`config.mk`:
```
export PLATFORM = sky130hd
export DESIGN_NAME = sync_fifo
export DESIGN_NICKNAME = d
export VERILOG_FILES = /design/src/rtl/sync_fifo_pkg.sv /design/src/rtl/fifo_mem.sv /design/src/rtl/sync_fifo.sv
export SDC_FILE = /design/constraint.sdc
export NUM_CORES = 1
export LEC_CHECK = 0
export ABC_CLOCK_PERIOD_IN_PS = 2600
export BUFFER_PORTS_ARGS = -buffer_cell sky130_fd_sc_hd__buf_4
export CAP_MARGIN = 20
export CORE_MARGIN = 4
export CORE_UTILIZATION = 25
export CTS_CLUSTER_SIZE = 12
export DETAILED_ROUTE_END_ITERATION = 6
export HOLD_SLACK_MARGIN = 0.05
export SYNTH_ARGS = -nofsm -noshare
export SYNTH_HDL_FRONTEND = slang
export SYNTH_SLANG_ARGS = --single-unit
```
`constraint.sdc`:
```
create_clock -name clk -period 2.6 [get_ports clk]
set_input_delay 0.26 -clock clk [delete_from_list [all_inputs] [get_ports clk]]
set_output_delay 0.26 -clock clk [all_outputs]
set_load 0.05 [all_outputs]
```
`src/rtl/sync_fifo_pkg.sv`:
```
// Shared constants for the sync_fifo slice.
// Holds the default word width, depth and almost-empty threshold.
// These defaults are picked up by sync_fifo and fifo_mem.
package sync_fifo_pkg;

    localparam int DEFAULT_DATA_W        = 8;
    localparam int DEFAULT_DEPTH         = 8;
    localparam int DEFAULT_AEMPTY_THRESH = 2;

endpackage

```
`src/rtl/fifo_mem.sv`:
```
// DEPTH x DATA_W storage for sync_fifo.
// The memory has one synchronous write port and one synchronous read port.
// The read port has a registered output that holds its value between reads.
// The array itself is never cleared; only the output register resets.
module fifo_mem
    import sync_fifo_pkg::*;
#(
    parameter int DATA_W = DEFAULT_DATA_W,
    parameter int DEPTH  = DEFAULT_DEPTH,
    parameter int ADDR_W = $clog2(DEPTH)
) (
    input  logic              clk,
    input  logic              rst,
    input  logic              wr_en,
    input  logic [ADDR_W-1:0] wr_addr,
    input  logic [DATA_W-1:0] wr_data,
    input  logic              rd_en,
    input  logic [ADDR_W-1:0] rd_addr,
    output logic [DATA_W-1:0] rd_data
);

    logic [DATA_W-1:0] mem [DEPTH];

    // Store the incoming word on an accepted write; the contents survive reset
    always_ff @(posedge clk) begin
        if (wr_en) begin
            mem[wr_addr] <= wr_data;
        end
    end

    // Registered read: a same-edge write to this address is not visible until the next read
    always_ff @(posedge clk or negedge rst) begin
        if (!rst) begin
            rd_data <= '0;
        end else if (rd_en) begin
            rd_data <= mem[rd_addr];
        end
    end

endmodule

```
`src/rtl/sync_fifo.sv`:
```
// Parametrised single-clock FIFO.
// The FIFO tracks occupancy and decodes all flags from the registered count.
// Define SYNC_FIFO_ERR_EN to add the sticky overflow and underflow ports.
// Reset is asynchronous and active-low on the port rst.
module sync_fifo
    import sync_fifo_pkg::*;
#(
    parameter int DATA_W        = DEFAULT_DATA_W,
    parameter int DEPTH         = DEFAULT_DEPTH,
    parameter int ADDR_W        = $clog2(DEPTH),
    parameter int AFULL_THRESH  = DEPTH - 2,
    parameter int AEMPTY_THRESH = DEFAULT_AEMPTY_THRESH
) (
    input  logic              clk,
    input  logic              rst,
    input  logic              write,
    input  logic [DATA_W-1:0] data_in,
    input  logic              read,
    output logic [DATA_W-1:0] data_out,
    output logic              full,
    output logic              empty,
    output logic              almost_full,
    output logic              almost_empty,
`ifdef SYNC_FIFO_ERR_EN
    output logic              overflow,
    output logic              underflow,
`endif
    output logic [ADDR_W:0]   count
);

    localparam logic [ADDR_W:0] ONE       = (ADDR_W+1)'(1);
    localparam logic [ADDR_W:0] FULL_LVL  = (ADDR_W+1)'(DEPTH);
    localparam logic [ADDR_W:0] AFULL_LVL = (ADDR_W+1)'(AFULL_THRESH);
    localparam logic [ADDR_W:0] AEMPT_LVL = (ADDR_W+1)'(AEMPTY_THRESH);

    // Pointers carry a wrap bit above the address bits
    logic [ADDR_W:0] wr_ptr;
    logic [ADDR_W:0] rd_ptr;
    logic            wr_acc;
    logic            rd_acc;

    // A write into a full FIFO is still accepted when a read frees a slot on the same edge;
    // an empty FIFO never forwards a same-edge write straight to data_out
    always_comb begin
        rd_acc = read && !empty;
        wr_acc = write && (!full || rd_acc);
    end

    // Pointer advance on each accepted transfer, wrapping naturally modulo 2*DEPTH
    always_ff @(posedge clk or negedge rst) begin
        if (!rst) begin
            wr_ptr <= '0;
            rd_ptr <= '0;
        end else begin
            if (wr_acc) begin
                wr_ptr <= wr_ptr + ONE;
            end
            if (rd_acc) begin
                rd_ptr <= rd_ptr + ONE;
            end
        end
    end

    // Occupancy moves only when exactly one side transfers
    always_ff @(posedge clk or negedge rst) begin
        if (!rst) begin
            count <= '0;
        end else begin
            case ({wr_acc, rd_acc})
                2'b10:   count <= count + ONE;
                2'b01:   count <= count - ONE;
                default: count <= count;
            endcase
        end
    end

    // Flags are pure decodes of the count register, so there is no path from request inputs to flags
    always_comb begin
        full         = (count == FULL_LVL);
        empty        = (count == '0);
        almost_full  = (count >= AFULL_LVL);
        almost_empty = (count <= AEMPT_LVL);
    end

`ifdef SYNC_FIFO_ERR_EN
    // Sticky record of dropped requests, cleared only by reset
    always_ff @(posedge clk or negedge rst) begin
        if (!rst) begin
            overflow  <= 1'b0;
            underflow <= 1'b0;
        end else begin
            if (write && full && !read) begin
                overflow <= 1'b1;
            end
            if (read && empty) begin
                underflow <= 1'b1;
            end
        end
    end
`endif

    fifo_mem #(
        .DATA_W (DATA_W),
        .DEPTH  (DEPTH),
        .ADDR_W (ADDR_W)
    ) u_mem (
        .clk     (clk),
        .rst     (rst),
        .wr_en   (wr_acc),
        .wr_addr (wr_ptr[ADDR_W-1:0]),
        .wr_data (data_in),
        .rd_en   (rd_acc),
        .rd_addr (rd_ptr[ADDR_W-1:0]),
        .rd_data (data_out)
    );

endmodule
```
After elaboration in Yosys (flattened, before gate mapping)
Memory sizes are Yosys's and may differ from the RTL's. A register that Yosys moved wholly into a read port is not among the register bits.
Cells that the tools add are included.
- eq/ne operators: 3
- divide/modulo/power cells: 0
- shifts and indexed selects: 0
- multiply operators: 0
- add/sub/neg operators: 4
- magnitude comparators: 2
- bitwise operators: 0
- reduce and logical (&&, ||, !) cells: 8
- multiplexer cells: 3
- operators by type and width (kind ; count):
    $add 4x1->4 const B ; 3
    $pmux 4 s2 ; 1
    $eq 4x4->1 const B ; 1
    $ge 4x3->1 const B ; 1
    $le 4x2->1 const B ; 1
    $logic_not 4->1 ; 1
    $sub 4x1->4 const B ; 1
    $logic_not 1->1 ; 3
    $eq 2x1->1 const B ; 1
    $eq 2x2->1 const B ; 1
    $logic_and 1x1->1 ; 2
    $mux 1 ; 2
    $reduce_bool 2->1 ; 1
    $logic_or 1x1->1 ; 1
- latch bits: 0
- RAM bits: 64
- memories kept: 1
- memory bits (read-only): 0
- bits in registers: 12
- output and inout port bits: 16
- word-level logic and storage cells: 24
- memories (name ; depth ; width ; read ports ; clocked after memory_dff ; wr ports ; line ; text):
    u_mem.mem ; 8 ; 8 ; 1 ; 1 ; 1 ; fifo_mem.sv:22 ; logic [DATA_W-1:0] mem [DEPTH];

Depth between registers and ports, before layout
Gate-level depths: netlist (run 1).
- depth after elaboration: 7
- gate-level depth with buffers: 10

Modules after synthesis
A second synthesis (run 1) with hierarchy kept.
- cell total of the unflattened synthesis: 227
- area total of the unflattened synthesis: 3495.9 µm²
- modules (own cells, without submodules) (module ; times used ; area each (µm²) ; cells each ; sequential area each (µm²)):
    fifo_mem ; 1 ; 2861.5 ; 169 ; 2122.0
    sync_fifo ; 1 ; 634.4 ; 58 ; 250.2

Least setup slack after synthesis (run 1)
No wires, ideal clock.
- path kind: flip-flop to flip-flop
- from: register count[0]
- to: register count[3]
- slack: -0.203 ns
- required time: 2.529 ns
- arrival: 2.732 ns
- stages on the path, launching flop included: 11
- period minus slack after synthesis: 2.803 ns
- path through: dfrtp_1 > buf_6 > or4_4 > buf_6 > nand3_1 > inv_1 > ha_1 > a211oi_1 > nor2_1 > or4_1 > nand4_1
- cells in the longest elaborated chain, start to end: 7
- elaborated cells on any way between the ends: 13
- those cells by class: 2 x add/sub; 3 x eq/ne; 1 x mux; 7 x reduce/logical
- ends and longest elaborated chain (what ; line ; text):
    from (decl) ; sync_fifo.sv:28 ; output logic [ADDR_W:0] count
    from (signal assigned) ; sync_fifo.sv:70 ; 2'b10: count <= count + ONE;
    from (signal assigned) ; sync_fifo.sv:71 ; 2'b01: count <= count - ONE;
    from (signal assigned) ; sync_fifo.sv:72 ; default: count <= count;
    $logic_not 4->1 ; sync_fifo.sv:80 ; empty = (count == '0);
    $logic_not 1->1 ; sync_fifo.sv:45 ; rd_acc = read && !empty;
    $logic_and 1x1->1 ; sync_fifo.sv:45 ;
    $logic_or 1x1->1 ; sync_fifo.sv:46 ; wr_acc = write && (!full || rd_acc);
    $logic_and 1x1->1 ; sync_fifo.sv:46 ;
    $eq 2x1->1 or $eq 2x2->1 (tied branches) ; sync_fifo.sv:69 ; case ({wr_acc, rd_acc})
    $pmux 4 s2 or $reduce_bool 2->1 (tied branches) ; - ;
Parallel ways exist; a longest one is shown, timed or not.
A chain may end at the register's enable or synchronous reset.

Final worst setup path (run 1)
- from: register count[1]
- to: register count[3]
Same word-level chain as after synthesis.

==> flow_metrics.py, run 1 <==
metrics = {
    "synthesis": {
        "synth_seq_area_share": 0.687,
        "syn_inst": 205,
        "dominantRegCellSynth": "sky130_fd_sc_hd__edfxtp_1",
        "synth_area_leader_cell": "sky130_fd_sc_hd__edfxtp_1",
        "synth_edf_count": 64,
        "mappedNetlistArea_sq_um": 3450,
        "yosys_register_bits": 82,
        "netlist-cell-type-count": 43,
        "yosys.area.top_type_share": 0.557,
        "ys_warn_count": 0,
        "postSynthAreaPerCell_sq_um": 16.8,
        "ys_top_cells_by_area": "sky130_fd_sc_hd__edfxtp_1 (56%), sky130_fd_sc_hd__dfrtp_1 (13%), sky130_fd_sc_hd__mux4_2 (10%)",
        "synth_fp_nets": 222,
        "synth-async-reset-ratio": 0.220,
    },
    "sta": {
        "timing.final.max_slew_violations": 0,
        "slew-limit-headroom": 0.449,
        "postLayoutSetupSlackWorst_ps": 210,
        "timing.final.crit_share": 0.919,
        "clk_skew_ps": 7.09,
        "report.final.setup_viol": 0,
        "final.min_clock_period_ps": 2390,
        "timing_hold_violations_final": 0,
        "fin_setup_tns_ps": 0,
        "timing_worst_slew_pin_value_ps": 827,
        "grt_setup_unrepaired": "false",
        "max_freq_mhz": 418,
    },
    "outcome": {
        "outcome": "complete, no violations",
    },
    "final_layout": {
        "insertedDiodeCount": 0,
        "most_frequent_standard_cell_in_the_layout_excluding_fill_and_tap_cells": "sky130_fd_sc_hd__edfxtp_1",
        "area_growth_syn_to_layout_pct": 20.9,
        "share_of_final_layout_standard_cells_stronger_than_drive_strength_1": 0.305,
        "final_nets": 261,
        "postLayoutCellArea_sq_um": 4170,
        "layout.cells.most_common_list": "sky130_fd_sc_hd__edfxtp_1 (64), sky130_fd_sc_hd__buf_4 (37), sky130_fd_sc_hd__mux4_2 (16), sky130_fd_sc_hd__dfrtp_1 (16), sky130_fd_sc_hd__nand2_1 (14)",
        "layoutNonFillerInstCount": 425,
        "nFillCells": 1308,
    },
    "setup_path": {
        "reg2reg_setup_slack_ps": 210,
        "category_of_the_critical_setup_timing_path": "reg -> reg",
        "worst-path-max-fanout": 10,
        "timing.critical_path.required_ps": 2860,
        "worst_ep_arrival_time_ps": 2650,
        "worst_setup_path_end_kind": "flip-flop",
        "start_kind": "flip-flop",
    },
    "placement": {
        "post-place-ws_ps": 229,
        "gp_routability_congestion": 0.775,
        "placed_area_sq_um": 3890,
        "placement.io_buffers": 27,
        "hpwlAfterDp_microns": 4230,
        "dpl.cell_count": 408,
    },
    "grt": {
        "global_route.usage.total": 0.0875,
        "grt_max_degree": 19,
        "globalRouteOverflowTotal": 0,
        "grt_first_pass_wirelength_microns": 10500,
        "number_of_global_route_vias_before_repair": 1946,
        "antenna_violations_before_repair": 0,
    },
    "floorplan": {
        "floorplan.core_area_sq_um": 13400,
        "initial_core_util": 0.258,
        "die-width_microns": 126,
        "dieHeight_microns": 126,
        "ios": 28,
        "area_enclosed_by_the_die_boundary_sq_um": 15800,
        "floorplan.rows": 42,
    },
    "clock_network": {
        "tritoncts.num_buffers": 9,
        "clock_tree.root_cell": "sky130_fd_sc_hd__clkbuf_16",
        "cts_tree": "done",
        "cts_h_tree_depth": 3,
        "clk_pin_slew_worst_paths_ps": 60,
        "tritoncts_num_sinks": 82,
        "clk-insertion-delay-late_ps": 330,
        "cts.path.max_buffers": 2,
    },
    "detailed_routing": {
        "drc_errors": 0,
        "route.vias.total": 1822,
        "drt-initial-drc-count": 109,
        "postRouteAntennaNets": 0,
        "viasPerCell": 4.29,
        "routed_wl_microns": 6350,
        "route.detailed.wl_per_inst_microns": 14.9,
        "firstDrtPassIters": 4,
    },
    "power_and_ir_drop": {
        "powerDensity_nw_per_um2": 1200,
        "p_leak_nw": 1.49,
        "total_power_mw": 4.99,
        "max-vdd-ir-drop_v": 0.000400,
    },
    "job": {
        "drv.max_cap_violation_count": 0,
    },
    "hold_path": {
        "hp-class": "in -> reg",
    },
}
-- Yosys cell counts, drive strengths merged (5+ instances only) --
library cell,instances
dfrtp,18
nand2,15
nor2,11
nor3,5
o21ai,11
mux4,16
buf,8
edfxtp,64
mux2i,9
-- sequential cells by signal (all words and copies together) (netlist names) --
| signal | cells |
|---|---|
| rd_ptr | 3 |
| count | 4 |
| u_mem.rd_data | 8 |
| u_mem.mem | 64 |
| wr_ptr | 3 |
-- timing repair --
action	CTS	global route
hold buffers	1	0
resized for setup	0	0
endpoints found under the hold margin	18	0
setup buffers	0	0
-- cell type report --
type	instances	area [sq um]	area share
Sequential cell	82	2370	0.569
Multi-Input combinational cell	107	992	0.238
Timing Repair Buffer	38	288	0.0689
Clock buffer	12	246	0.0591
Tap cell	176	220	0.0528
Clock inverter	4	28.8	0.00689
Inverter	6	23.8	0.00570
-- power by group --
part,switching (mW),internal [mW]
logic,1.08,0.780
registers,0.268,1.72
clock network,0.473,0.673
total,1.82,3.17
-- kinds of logic after synthesis --
kind of cell	synth area share
flops	0.687
simple gates	0.0667
mux	0.137
compound gates	0.0453
buf+inv	0.0283
xor+xnor	0.0152
fa+ha+maj	0.0203
-- per-stage QoR --
stage | hold WS (ps) | util
after floorplan | -35.6 | -
after global placement | 149 | 0.290
after detailed placement | 149 | 0.290
after global routing | 156 | 0.311
after CTS | 151 | 0.311
final | 163 | 0.311
-- critical path, cell delays in order (launching register included) --
cell and delay (ps):
sky130_fd_sc_hd__dfrtp_2 460, sky130_fd_sc_hd__or4_4 560, sky130_fd_sc_hd__nand3_2 110, sky130_fd_sc_hd__inv_1 70, sky130_fd_sc_hd__ha_1 280, sky130_fd_sc_hd__a211oi_2 220
sky130_fd_sc_hd__nor2_1 90, sky130_fd_sc_hd__or4_1 420, sky130_fd_sc_hd__nand4_1 100
-- routing by layer --
| metal | global-route usage | up-vias | part of all wire |
|---|---|---|---|
| met5 | 0 | - | 0 |
| met4 | 0.0325 | 0 | 0.013 |
| met3 | 0.0354 | 7 | 0.048 |
| met2 | 0.138 | 26 | 0.50 |
| met1 | 0.109 | 920 | 0.43 |
| li1 | - | 869 | - |
-- path summary, 6_finish.rpt --
check,to,startpoint,cells past startpoint
min in group asynchronous,u_mem.rd_data[6]$_DFFE_PN0N_,rst,2
hold reg to reg,u_mem.rd_data[3]$_DFFE_PN0N_,u_mem.rd_data[3]$_DFFE_PN0N_,2
setup reg to reg,count[3]$_DFFE_PN0P_,count[1]$_DFFE_PN0P_,8
max in group asynchronous,count[1]$_DFFE_PN0P_,rst,2
setup / recovery,count[3]$_DFFE_PN0P_,count[1]$_DFFE_PN0P_,8
hold / removal,u_mem.mem[7][4]$_DFFE_PP_,data_in[4],1
Power figures use the tool's default switching activity.
==> inputs of run 2 (changes only) <==
--- a/config.mk
+++ b/config.mk
@@ -9,10 +9,11 @@
 export BUFFER_PORTS_ARGS = -buffer_cell sky130_fd_sc_hd__buf_4
 export CAP_MARGIN = 20
 export CORE_MARGIN = 4
-export CORE_UTILIZATION = 25
+export CORE_UTILIZATION = 50
 export CTS_CLUSTER_SIZE = 12
 export DETAILED_ROUTE_END_ITERATION = 6
 export HOLD_SLACK_MARGIN = 0.05
+export PLACE_DENSITY = 0.71
 export SYNTH_ARGS = -nofsm -noshare
 export SYNTH_HDL_FRONTEND = slang
 export SYNTH_SLANG_ARGS = --single-unit
==> flow_metrics.py, run 2 (synthesis results as in run 1) <==
metrics = {
    "grt": {
        "global_route.usage.total": 0.156,
        "grt_util_met3": 0.0307,
        "groute.layer.met2.usage": 0.243,
        "busiest_layer": "met2",
        "number_of_global_route_vias_before_repair": 1838,
        "antenna_violations_before_repair": 0,
        "grt_max_degree": 19,
        "globalRouteOverflowTotal": 0,
        "met1_usage": 0.218,
        "grt_first_pass_wirelength_microns": 9830,
    },
    "final_layout": {
        "layout.cells.most_common_list": "sky130_fd_sc_hd__edfxtp_1 (64), sky130_fd_sc_hd__buf_4 (38), sky130_fd_sc_hd__mux4_2 (16), sky130_fd_sc_hd__dfrtp_1 (16), sky130_fd_sc_hd__nand2_1 (14)",
        "area_growth_syn_to_layout_pct": 15.1,
        "nFillCells": 514,
        "top_register": "u_mem.mem",
        "layoutNonFillerInstCount": 330,
        "largest_registers": "u_mem.mem: 64 flops, u_mem.rd_data: 8 flops, count: 4 flops",
        "largest_register_ff_count": 64,
        "final_nets": 262,
        "utilization_after_layout": 0.588,
        "most_frequent_standard_cell_in_the_layout_excluding_fill_and_tap_cells": "sky130_fd_sc_hd__edfxtp_1",
        "insertedDiodeCount": 0,
        "share_of_final_layout_standard_cells_stronger_than_drive_strength_1": 0.316,
    },
    "power_and_ir_drop": {
        "total_power_mw": 4.66,
        "p_leak_nw": 1.47,
        "max-vdd-ir-drop_v": 0.000518,
        "powerDensity_nw_per_um2": 1170,
    },
    "sta": {
        "final.min_clock_period_ps": 2410,
        "timing.final.max_slew_violations": 0,
        "timing_worst_slew_pin_value_ps": 811,
        "slew-limit-headroom": 0.455,
        "clk_skew_ps": 14.7,
        "max_freq_mhz": 415,
        "grt_setup_unrepaired": "false",
        "report.final.setup_viol": 0,
        "fin_worst_hold_slack_ps": 141,
        "timing.final.crit_share": 0.928,
        "fin_setup_tns_ps": 0,
        "timing_hold_violations_final": 0,
    },
    "setup_path": {
        "regToRegStartpoint": "count[1]$_DFFE_PN0P_",
        "timing.critical_path.cells": "or4_4, nand3_2, inv_1, ha_1, a211oi_2, nor2_1, or4_1, nand4_1",
        "category_of_the_critical_setup_timing_path": "reg -> reg",
        "worst_ep_arrival_time_ps": 2690,
        "timing.critical_path.from": "count[1]$_DFFE_PN0P_",
        "timing.critical_path.required_ps": 2880,
        "worst-path-max-fanout": 10,
        "cp_top_family": "simple AND/OR/NAND/NOR gates",
        "worst_setup_path_end_kind": "flip-flop",
        "start_kind": "flip-flop",
        "crit_path_max_incr_delay_ps": 560,
        "critical_path_buf_inv_count": 1,
        "cell_type_of_the_slowest_stage_on_the_worst_timing_path": "sky130_fd_sc_hd__or4_4",
    },
    "placement": {
        "placement.io_buffers": 27,
        "hpwlAfterDp_microns": 3850,
        "dpl.cell_count": 313,
        "gp_routability_congestion": 0.791,
    },
    "floorplan": {
        "floorplan.core_area_sq_um": 6760,
        "floorplan.rows": 30,
        "die-width_microns": 91.1,
        "area_enclosed_by_the_die_boundary_sq_um": 8300,
        "ios": 28,
        "dieHeight_microns": 91.1,
        "initial_core_util": 0.511,
    },
    "detailed_routing": {
        "drc_errors": 0,
        "firstDrtPassIters": 5,
        "route.detailed.wl_per_inst_microns": 17.9,
        "viasPerCell": 5.58,
        "postRouteAntennaNets": 0,
        "drt-initial-drc-count": 115,
        "routed_wl_microns": 5910,
        "route.vias.total": 1841,
    },
    "outcome": {
        "outcome": "complete, no violations",
    },
    "clock_network": {
        "cts_h_tree_depth": 3,
        "cts_tree": "done",
        "post_cts.repair.setup_buffers": 0,
        "tritoncts.num_buffers": 9,
        "clk-insertion-delay-late_ps": 350,
        "hold_buffers": 1,
        "post_cts.resized_instances": 0,
        "clk_pin_slew_worst_paths_ps": 90,
        "cts.path.max_buffers": 2,
        "tritoncts_num_sinks": 82,
        "clock_tree.root_cell": "sky130_fd_sc_hd__clkbuf_8",
    },
    "hold_path": {
        "hold_start": "data_in[0]",
        "hp-class": "in -> reg",
    },
    "job": {
        "drv.max_cap_violation_count": 0,
    },
}
[run 2: cell count changes in the layout (fill, tap and decap cells not counted)]
| cell | previous run | this run |
|---|---|---|
| sky130_fd_sc_hd__clkbuf_16 | 9 | 0 |
| sky130_fd_sc_hd__clkbuf_8 | 1 | 10 |
| sky130_fd_sc_hd__clkbuf_1 | 2 | 0 |
| sky130_fd_sc_hd__clkinv_4 | 1 | 3 |
| sky130_fd_sc_hd__clkinvlp_4 | 2 | 0 |
| sky130_fd_sc_hd__inv_6 | 0 | 2 |
| sky130_fd_sc_hd__buf_4 | 37 | 38 |
[run 2: per-layer routing]
layer  wire (microns)  part of all wire
met3              238             0.040
met4               99             0.017
met2             2970              0.50
met1             2600              0.44
met5                0                 0
[run 2: final cells by class]
cell class                      count  area, sq um  share of cell area
Sequential cell                    82         2370               0.598
Multi-Input combinational cell    107          992               0.250
Timing Repair Buffer               39          295              0.0743
Clock buffer                       10          138              0.0346
Tap cell                           80          100              0.0252
Clock inverter                      6         48.8              0.0123
Inverter                            6         23.8             0.00598
[run 2: path summary, 6_finish.rpt]
kind,end,slack (ps),cells past startpoint
max,count[3]$_DFFE_PN0P_,190,8
min,u_mem.mem[5][0]$_DFFE_PP_,140,1
max reg2reg,count[3]$_DFFE_PN0P_,190,8
min reg2reg,u_mem.rd_data[4]$_DFFE_PN0N_,480,2
max in group asynchronous,count[1]$_DFFE_PN0P_,2060,2
min in group asynchronous,u_mem.rd_data[7]$_DFFE_PN0N_,320,2
[run 2: worst reg2reg max path: stages, from the launching register on]
cell                       delay (ps)
sky130_fd_sc_hd__dfrtp_2          470
sky130_fd_sc_hd__or4_4            560
sky130_fd_sc_hd__nand3_2          100
sky130_fd_sc_hd__inv_1             70
sky130_fd_sc_hd__ha_1             280
sky130_fd_sc_hd__a211oi_2         240
sky130_fd_sc_hd__nor2_1           110
sky130_fd_sc_hd__or4_1            410
sky130_fd_sc_hd__nand4_1          100
[run 2: stage by stage]
step                cell area [sq um]  worst slack, ps
floorplan                        3460             23.3
global placement                 3780              291
detailed placement               3780              209
CTS                              3970              184
global route                     3970             79.5
finish                           3970              188
[run 2: power breakdown]
part	switching (mW)	leakage, nW	internal (mW)
registers	0.272	0.796	1.71
logic	1.05	0.573	0.781
clock network	0.466	0.0972	0.383
total	1.79	1.47	2.88
==> inputs of run 3 (changes only) <==
--- a/config.mk
+++ b/config.mk
@@ -5,7 +5,7 @@
 export SDC_FILE = /design/constraint.sdc
 export NUM_CORES = 1
 export LEC_CHECK = 0
-export ABC_CLOCK_PERIOD_IN_PS = 2600
+export ABC_CLOCK_PERIOD_IN_PS = 2900
 export BUFFER_PORTS_ARGS = -buffer_cell sky130_fd_sc_hd__buf_4
 export CAP_MARGIN = 20
 export CORE_MARGIN = 4
@@ -13,7 +13,8 @@
 export CTS_CLUSTER_SIZE = 12
 export DETAILED_ROUTE_END_ITERATION = 6
 export HOLD_SLACK_MARGIN = 0.05
-export PLACE_DENSITY = 0.71
+export MAX_ROUTING_LAYER = met4
+export PLACE_DENSITY = 0.68
 export SYNTH_ARGS = -nofsm -noshare
 export SYNTH_HDL_FRONTEND = slang
 export SYNTH_SLANG_ARGS = --single-unit
==> constraint.sdc (replaced) <==
create_clock -name clk -period 2.9 [get_ports clk]
set_input_delay 0.29 -clock clk [delete_from_list [all_inputs] [get_ports clk]]
set_output_delay 0.29 -clock clk [all_outputs]
set_load 0.02 [all_outputs]
==> flow_metrics.py, run 3 (synthesis results as in run 1) <==
metrics = {
    "floorplan": {
        "initial_core_util": 0.511,
        "area_enclosed_by_the_die_boundary_sq_um": 8300,
        "ios": 28,
        "floorplan.core_area_sq_um": 6760,
        "dieHeight_microns": 91.1,
        "die-width_microns": 91.1,
        "floorplan.rows": 30,
    },
    "setup_path": {
        "worst_setup_path_end_kind": "flip-flop",
        "start_kind": "flip-flop",
        "worst-path-max-fanout": 7,
        "category_of_the_critical_setup_timing_path": "reg -> reg",
        "timing.critical_path.required_ps": 3180,
        "r2r_cells": 8,
        "worst_ep_arrival_time_ps": 2850,
    },
    "final_layout": {
        "share_of_final_layout_standard_cells_stronger_than_drive_strength_1": 0.300,
        "area_used_by_multi_input_combinational_logic_sq_um": 982,
        "layout.cells.most_common_list": "sky130_fd_sc_hd__edfxtp_1 (64), sky130_fd_sc_hd__buf_4 (41), sky130_fd_sc_hd__dfrtp_1 (18)",
        "utilization_after_layout": 0.594,
        "postLayoutCellArea_sq_um": 4020,
        "nFillCells": 512,
        "most_frequent_standard_cell_in_the_layout_excluding_fill_and_tap_cells": "sky130_fd_sc_hd__edfxtp_1",
        "area_growth_syn_to_layout_pct": 16.3,
        "largest_registers": "u_mem.mem: 64 flops, u_mem.rd_data: 8 flops, count: 4 flops",
        "sequential_cell_area_sq_um": 2370,
        "final_nets": 265,
        "insertedDiodeCount": 0,
        "top_register": "u_mem.mem",
        "largest_register_ff_count": 64,
    },
    "sta": {
        "postLayoutSetupSlackWorst_ps": 331,
        "max_freq_mhz": 389,
        "timing_worst_slew_pin_value_ps": 799,
        "report.final.setup_viol": 0,
        "grt_setup_unrepaired": "false",
        "fin_setup_tns_ps": 0,
        "slew-limit-headroom": 0.467,
        "clk_skew_ps": 9.87,
        "timing.final.crit_share": 0.886,
        "timing.final.max_slew_violations": 0,
        "final.min_clock_period_ps": 2570,
        "timing_hold_violations_final": 0,
    },
    "detailed_routing": {
        "drt-initial-drc-count": 145,
        "postRouteAntennaNets": 0,
        "drc_errors": 0,
        "route.vias.total": 1845,
        "viasPerCell": 5.54,
        "firstDrtPassIters": 6,
        "routed_wl_microns": 5960,
        "route.detailed.wl_per_inst_microns": 17.9,
    },
    "power_and_ir_drop": {
        "max-vdd-ir-drop_v": 0.000488,
        "powerDensity_nw_per_um2": 1010,
        "p_leak_nw": 1.49,
    },
    "hold_path": {
        "hp-class": "in -> reg",
        "worst_hold_path_cells": 1,
    },
    "clock_network": {
        "clk-insertion-delay-late_ps": 340,
        "cts_h_tree_depth": 3,
        "post_cts.resized_instances": 0,
        "cts_tree": "done",
        "clock_tree.root_cell": "sky130_fd_sc_hd__clkbuf_8",
        "cts.path.max_buffers": 2,
        "clk_pin_slew_worst_paths_ps": 80,
        "tritoncts.num_buffers": 9,
        "tritoncts_num_sinks": 82,
    },
    "placement": {
        "hpwlAfterDp_microns": 3990,
        "post-place-ws_ps": 355,
        "gp_routability_congestion": 0.812,
        "placed_area_sq_um": 3790,
        "placement.io_buffers": 27,
    },
    "grt": {
        "global_route.usage.total": 0.163,
        "globalRouteOverflowTotal": 0,
        "antenna_violations_before_repair": 0,
        "grt_max_degree": 19,
        "number_of_global_route_vias_before_repair": 1809,
        "grt_first_pass_wirelength_microns": 9760,
    },
    "outcome": {
        "outcome": "complete, no violations",
    },
    "job": {
        "drv.max_cap_violation_count": 0,
    },
}
-- run 3: per-layer routing --
metal / wire (microns) / GRT usage / share of wire / up-vias
li1: - / - / - / 879
met1: 2900 / 0.227 / 0.49 / 916
met4: 79 / 0.0528 / 0.013 / 0
met3: 263 / 0.0406 / 0.044 / 8
met2: 2710 / 0.238 / 0.46 / 42
met5: 0 / - / 0 / -
-- run 3: report_power, final --
group	switching (mW)	internal, mW
Clock	0.382	0.464
Combinational	0.753	0.713
Sequential	0.199	1.53
Total	1.33	2.71
-- run 3: layout make-up --
class / instances / area share
clock buffers: 13 / 0.0505
repair buffers: 42 / 0.0792
clock inverters: 3 / 0.00405
flip-flops and latches: 82 / 0.591
inverters: 6 / 0.00592
multi-input cells: 107 / 0.245
well taps: 80 / 0.0249
-- run 3: worst max-delay path: stages, from the launching register on --
cell and delay [ps]:
sky130_fd_sc_hd__dfrtp_1 400, sky130_fd_sc_hd__or4_4 620, sky130_fd_sc_hd__nand3_1 150, sky130_fd_sc_hd__inv_1 80, sky130_fd_sc_hd__ha_1 270, sky130_fd_sc_hd__a211oi_1 340
sky130_fd_sc_hd__nor2_1 130, sky130_fd_sc_hd__or4_1 420, sky130_fd_sc_hd__nand4_1 100
-- run 3: timing repair --
item | 4_1_cts | 5_1_grt
hold buffers | 1 | 0
hold endpoints to repair | 18 | 0
buffers inserted | 0 | 0
-- run 3: worst paths after layout --
| kind | startpoint | to | slack, ps |
|---|---|---|---|
| worst max register to register | count[1]$_DFFE_PN0P_ | count[3]$_DFFE_PN0P_ | 330 |
| worst min register to register | u_mem.rd_data[3]$_DFFE_PN0N_ | u_mem.rd_data[3]$_DFFE_PN0N_ | 480 |
| max in group asynchronous | rst | wr_ptr[2]$_DFFE_PN0P_ | 2350 |
| worst max-delay path | count[1]$_DFFE_PN0P_ | count[3]$_DFFE_PN0P_ | 330 |
| min in group asynchronous | rst | u_mem.rd_data[6]$_DFFE_PN0N_ | 350 |
| worst min-delay path | data_in[4] | u_mem.mem[1][4]$_DFFE_PP_ | 170 |
-- run 3: stage by stage --
| stage | cells | hold slack [ps] | power [mW] |
|---|---|---|---|
| after floorplan | 205 | -5.59 | 2.77 |
| after global placement | 316 | 172 | 3.22 |
| after detailed placement | 316 | 174 | 3.25 |
| after CTS | 333 | 155 | 4.10 |
| after global routing | 333 | 158 | 4.31 |
| final | 333 | 174 | 4.04 |
